$ cat src/rtl/uart_txbuf_if.sv
// rtl/uart_txbuf_if.sv - write-side and transmitter-side handshake bundle for uart_txbuf
interface uart_txbuf_if;
  logic [7:0] wrData;
  logic       wrEn;
  logic [7:0] txData;
  logic       txLoad;
  logic       txEmpty;
  logic       txIntr;

  modport master (
    output wrData, wrEn, txEmpty, txIntr,
    input  txData, txLoad
  );

  modport slave (
    input  wrData, wrEn, txEmpty, txIntr,
    output txData, txLoad
  );
endinterface

$ cat src/rtl/uart_txbuf.sv
// rtl/uart_txbuf.sv - character FIFO feeding a UART transmitter with load/done handshake
module uart_txbuf #(
  parameter int DEPTH = 4
) (
  input  logic                   clk,
  input  logic                   rst,
  input  logic                   clr,
  input  logic                   ovflClr,
  uart_txbuf_if.slave            bus,
  output logic [$clog2(DEPTH):0] count,
  output logic                   full,
  output logic                   ovfl,
  output logic                   idle
);

  localparam int AW = $clog2(DEPTH);
  localparam int CW = AW + 1;

  typedef enum logic [1:0] {
    S_IDLE     = 2'd0,
    S_WAITBUSY = 2'd1,
    S_WAITDONE = 2'd2
  } state_t;

  logic [7:0]    r_mem [DEPTH];
  logic [AW-1:0] r_wptr;
  logic [AW-1:0] r_rptr;
  logic [CW-1:0] r_count;
  logic          r_ovfl;
  logic          r_txLoad;
  logic [7:0]    r_txData;
  state_t        r_state;
  state_t        w_state_nxt;

  logic w_clear;
  logic w_full;
  logic w_empty;
  logic w_wr_acc;
  logic w_wr_drop;
  logic w_pop;

  // reset and clear are treated identically; either one wipes queue and handshake
  assign w_clear   = !rst || clr;
  assign w_full    = (r_count == CW'(DEPTH));
  assign w_empty   = (r_count == '0);
  // acceptance is judged on registered occupancy, so a pop in the same cycle never rescues a full write
  assign w_wr_acc  = bus.wrEn && !w_full;
  assign w_wr_drop = bus.wrEn && w_full;

  // FSM state register
  always_ff @(posedge clk) begin
    if (w_clear) r_state <= S_IDLE;
    else         r_state <= w_state_nxt;
  end

  // FSM next-state decode; stray encodings fall back to IDLE
  always_comb begin
    w_state_nxt = r_state;
    case (r_state)
      S_IDLE:     if (!w_empty && bus.txEmpty)      w_state_nxt = S_WAITBUSY;
      S_WAITBUSY: if (!bus.txEmpty)                 w_state_nxt = S_WAITDONE;
      S_WAITDONE: if (bus.txIntr || bus.txEmpty)    w_state_nxt = S_IDLE;
      default:                                      w_state_nxt = S_IDLE;
    endcase
  end

  // FSM output decode: pop the head only when the transmitter is idle
  always_comb begin
    w_pop = 1'b0;
    if (r_state == S_IDLE && !w_empty && bus.txEmpty) w_pop = 1'b1;
  end

  // registered load pulse and character towards the transmitter
  always_ff @(posedge clk) begin
    if (w_clear) begin
      r_txLoad <= 1'b0;
      r_txData <= 8'h00;
    end else begin
      r_txLoad <= w_pop;
      if (w_pop) r_txData <= r_mem[r_rptr];
    end
  end

  // FIFO pointers and occupancy; pointers wrap naturally at DEPTH
  always_ff @(posedge clk) begin
    if (w_clear) begin
      r_wptr  <= '0;
      r_rptr  <= '0;
      r_count <= '0;
    end else begin
      if (w_wr_acc) r_wptr <= r_wptr + 1'b1;
      if (w_pop)    r_rptr <= r_rptr + 1'b1;
      case ({w_wr_acc, w_pop})
        2'b10:   r_count <= r_count + 1'b1;
        2'b01:   r_count <= r_count - 1'b1;
        default: r_count <= r_count;
      endcase
    end
  end

  // character storage; contents need no reset since pointers gate visibility
  always_ff @(posedge clk) begin
    if (w_wr_acc && !w_clear) r_mem[r_wptr] <= bus.wrData;
  end

  // sticky overflow; a drop in the same cycle as a clear request keeps it set
  always_ff @(posedge clk) begin
    if (w_clear)        r_ovfl <= 1'b0;
    else if (w_wr_drop) r_ovfl <= 1'b1;
    else if (ovflClr)   r_ovfl <= 1'b0;
  end

  assign count       = r_count;
  assign full        = w_full;
  assign ovfl        = r_ovfl;
  assign idle        = w_empty && (r_state == S_IDLE) && bus.txEmpty;
  assign bus.txData  = r_txData;
  assign bus.txLoad  = r_txLoad;

endmodule

$ cat src/flat_wrapper.sv
// flat-port wrapper written by rule: the top's interface ports become plain ports
module uart_txbuf_flat 
#(
  parameter int DEPTH = 4
)
  (clk, rst, clr, ovflClr, count, full, ovfl, idle, bus_wrData, bus_wrEn, bus_txEmpty, bus_txIntr, bus_txData, bus_txLoad);
  uart_txbuf_if bus_i ();
  input  logic clk;
  input  logic rst;
  input  logic clr;
  input  logic ovflClr;
  output logic [$clog2(DEPTH):0] count;
  output logic full;
  output logic ovfl;
  output logic idle;
  input wire logic [$bits(bus_i.wrData)-1:0] bus_wrData;
  input wire logic [$bits(bus_i.wrEn)-1:0] bus_wrEn;
  input wire logic [$bits(bus_i.txEmpty)-1:0] bus_txEmpty;
  input wire logic [$bits(bus_i.txIntr)-1:0] bus_txIntr;
  output wire logic [$bits(bus_i.txData)-1:0] bus_txData;
  output wire logic [$bits(bus_i.txLoad)-1:0] bus_txLoad;
  assign bus_i.wrData = bus_wrData;
  assign bus_i.wrEn = bus_wrEn;
  assign bus_i.txEmpty = bus_txEmpty;
  assign bus_i.txIntr = bus_txIntr;
  assign bus_txData = bus_i.txData;
  assign bus_txLoad = bus_i.txLoad;
  uart_txbuf #(.DEPTH(DEPTH)) u_core (.clk(clk), .rst(rst), .clr(clr), .ovflClr(ovflClr), .bus(bus_i), .count(count), .full(full), .ovfl(ovfl), .idle(idle));
endmodule
$ cat config.mk
export PLATFORM = sky130hd
export DESIGN_NAME = uart_txbuf_flat
export DESIGN_NICKNAME = d
export VERILOG_FILES = /design/src/rtl/uart_txbuf_if.sv /design/src/rtl/uart_txbuf.sv /design/src/flat_wrapper.sv
export SDC_FILE = /design/constraint.sdc
export NUM_CORES = 1
export LEC_CHECK = 0
export ABC_AREA = 1
export CORE_MARGIN = 5
export CORE_UTILIZATION = 40
export DETAILED_ROUTE_END_ITERATION = 6
export PLACE_DENSITY = 0.59
export SETUP_SLACK_MARGIN = 0.3
export SLEW_MARGIN = 20
export SYNTH_ARGS = -nofsm -noshare
export SYNTH_HDL_FRONTEND = slang
export SYNTH_SLANG_ARGS = --single-unit
$ cat constraint.sdc
create_clock -name clk -period 2.4 [get_ports clk]
set_input_delay 0.48 -clock clk [delete_from_list [all_inputs] [get_ports clk]]
set_output_delay 0.48 -clock clk [all_outputs]
set_load 0.01 [all_outputs]
==> results.sh <==
export IMPL_outcome="complete, no violations"
export IMPL_antenna_found_initial=0
export IMPL_synth_edf_count=32
export IMPL_numPortBuffers=29
export IMPL_fillers=542
export IMPL_worstMarginPinSlew_ns=0.462
export IMPL_root_buffer="clkbuf_8"
export IMPL_multi_input_area_um2=688
export IMPL_relSlewSlack=0.691
export IMPL_hold_viol=0
export IMPL_drv_cap=0
export IMPL_grt_pass1_vias=1480
export IMPL_critical_path_endpoint="u_core.count[2]$_SDFFE_PP0P_"
export IMPL_yosysMostFrequentCell="nand2_1"
export IMPL_cts_tree="built"
export IMPL_synth_simple_area_share=0.234
export IMPL_start_util=0.417
export IMPL_diodes=0
export IMPL_post_cts_buffers=0
export IMPL_htreeDepth=2
export IMPL_arrival_ns=2.19
export IMPL_worstHoldStart="u_core.ovfl$_SDFFE_PP0P_"
export IMPL_synth_top_area_share=0.413
export IMPL_dr_pass1_iters=4
export IMPL_grt_max_degree=20
export IMPL_fin_crit_ns=1.99
export IMPL_drt_wl_total_um=4020
export IMPL_hpwl_um=2990
export IMPL_die_w_um=86.3
export IMPL_hp_class="flop to flop"
export IMPL_nNetsFinal=326
export IMPL_cp_startpoint="bus_txEmpty"
export IMPL_synth_compound_area_share=0.0231
export IMPL_post_cts_resized=2
export IMPL_endpoint_kind="flop"
export IMPL_seq_area_um2=1340
export IMPL_synth_async_reset_ratio=0
export IMPL_fin_crit_sh=0.830
export IMPL_synth_top_family_by_area="simple AND/OR/NAND/NOR gates"
export IMPL_synth_seq_cells=51
export IMPL_setup_viol=0
export IMPL_power_density_nw_per_um2=565
export IMPL_leakagePower_nw=1.27
export IMPL_peakVddDrop_v=0.000303
export IMPL_clkSinkCount=51
export IMPL_synth_xor_area_share=0
export IMPL_yosysTopAreaCell="edfxtp_1"
export IMPL_avgSynthCellArea_um2=8.78
export IMPL_synth_cells=265
export IMPL_synth_adder_area_share=0.0355
export IMPL_synthMuxAreaShare=0
export IMPL_holdWs_ns=0.481
export IMPL_wl_per_cell_um=10.6
export IMPL_r2r_cells=12
export IMPL_synthTopCellsByCount="nand2_1 (70), inv_1 (57), edfxtp_1 (32)"
export IMPL_antenna_left=0
export IMPL_fmax_ghz=0.502
export IMPL_setup_tns_ns=0
export IMPL_die_y_um=86.3
export IMPL_synth_distinct_cells=22
export IMPL_synth_flop_cell="edfxtp_1"
export IMPL_synth_fp_nets=286
export IMPL_die_area_um2=7440
export IMPL_grt_total_usage=0.119
export IMPL_reg2reg_slack_ns=0.70
export IMPL_synth_warnings=0
export IMPL_totalPowerFinal_mw=1.59
export IMPL_clockBufferDepth=2
export IMPL_drc=0
export IMPL_place_ws_ns=0.0446
export IMPL_clk_latency_ns=0.30
export IMPL_dpl_cell_count=370
export IMPL_via_per_inst=4.24
export IMPL_syn_area_um2=2330
export IMPL_dr_total_vias=1603
export IMPL_synth_top_cells_by_area="edfxtp_1 (41%), dfxtp_1 (16%), nand2_1 (11%)"
export IMPL_path_clk_slew_ns=0.09
export IMPL_globalplace_congestion=0.752
export IMPL_ctsHoldBuffers=0
export IMPL_grt_pass1_wl_um=6830
export IMPL_ioPinCount=30
export IMPL_skew_ns=0.00520
export IMPL_placementRows=27
export IMPL_r2r_end="u_core.count[2]$_SDFFE_PP0P_"
export IMPL_cts_buffers=5
export IMPL_area_growth_pct=20.9
export IMPL_ys_seq_area_frac=0.577
export IMPL_drive_above_1_share=0.111
export IMPL_reg2reg_from="u_core.count[1]$_SDFFE_PP0P_"
export IMPL_worstSetupPathType="primary input to flop"
export IMPL_rsz0062_at_grt="true"
export IMPL_fin_ws_ns=0.409
export IMPL_core_area_um2=5570
export IMPL_final_cells=378
export IMPL_slew_violations=0
export IMPL_drtIter0Drc=58
export IMPL_cp_data_required_time_ns=2.60
export IMPL_start_kind="primary input"
export IMPL_crit_fanout=3
export IMPL_gr_total_overflow=0
[metal layers]
metal,track usage,up-vias,part of all wire
li1,-,879,-
met1,0.148,689,0.46
met2,0.197,29,0.49
met3,0.0304,6,0.040
met4,0.0467,0,0.015
met5,0,-,0
[layout make-up]
class	instances	area share
Inverter	62	0.0828
Clock inverter	3	0.00668
Sequential cell	51	0.477
Clock buffer	5	0.0245
Tap cell	72	0.0320
Multi-Input combinational cell	145	0.245
Timing Repair Buffer	40	0.132
[cell families after synthesis]
| group | after synthesis |
|---|---|
| fa+ha+maj | 6 |
| compound gates | 10 |
| flops | 51 |
| buf+inv | 69 |
| simple gates | 129 |
[layout by cell type (no fill, tap or decap), drive strengths merged, types with 5 or more instances in the layout]
cell and instances:
clkdlybuf4s50 28, a21oi 8, nor2 29, ha 5, inv 62, edfxtp 32
nand2 74, dfxtp 19, buf 11, clkbuf 5, nand3 25
[registers in the layout (all words and copies together) (netlist names)]
signal,count
u_core.count,3
u_core.bus.txLoad,1
u_core.bus.txData,8
u_core.r_wptr,2
u_core.r_mem,32
u_core.r_state,2
u_core.r_rptr,2
u_core.ovfl,1
[worst max-delay path, cell delays in order]
cell and delay (ns):
clkdlybuf4s50_1 0.51, inv_2 0.07, nor2_4 0.13, nand2_2 0.07
inv_2 0.06, ha_1 0.16, inv_1 0.06, fa_2 0.34
inv_1 0.06, nand2_1 0.04, nand3_1 0.08, nand2_1 0.05
nand2_1 0.05, nor2_1 0.03
[worst min-delay path by stage]
stage	end	slack (ns)	cells past startpoint
after floorplan	u_core.r_state[1]$_SDFFE_PP0P_	0.47	2
after global placement	u_core.ovfl$_SDFFE_PP0P_	0.46	2
after detailed placement	u_core.ovfl$_SDFFE_PP0P_	0.47	2
after CTS	u_core.ovfl$_SDFFE_PP0P_	0.49	2
after global routing	u_core.r_wptr[0]$_SDFFE_PP0P_	0.53	2
final	u_core.ovfl$_SDFFE_PP0P_	0.48	2
[where the power goes]
| part | internal (mW) | switching [mW] | leakage, nW |
|---|---|---|---|
| combinational | 0.0678 | 0.0806 | 0.786 |
| sequential | 0.945 | 0.00946 | 0.443 |
| clock | 0.205 | 0.279 | 0.0445 |
| total | 1.22 | 0.369 | 1.27 |
[stage by stage]
| stage | utilization | instance area [um2] |
|---|---|---|
| after floorplan | - | 2330 |
| after global placement | 0.488 | 2720 |
| after detailed placement | 0.488 | 2720 |
| after CTS | 0.504 | 2810 |
| after global routing | 0.504 | 2810 |
| final | 0.504 | 2810 |
No activity file was read; power rests on OpenSTA's default activity.
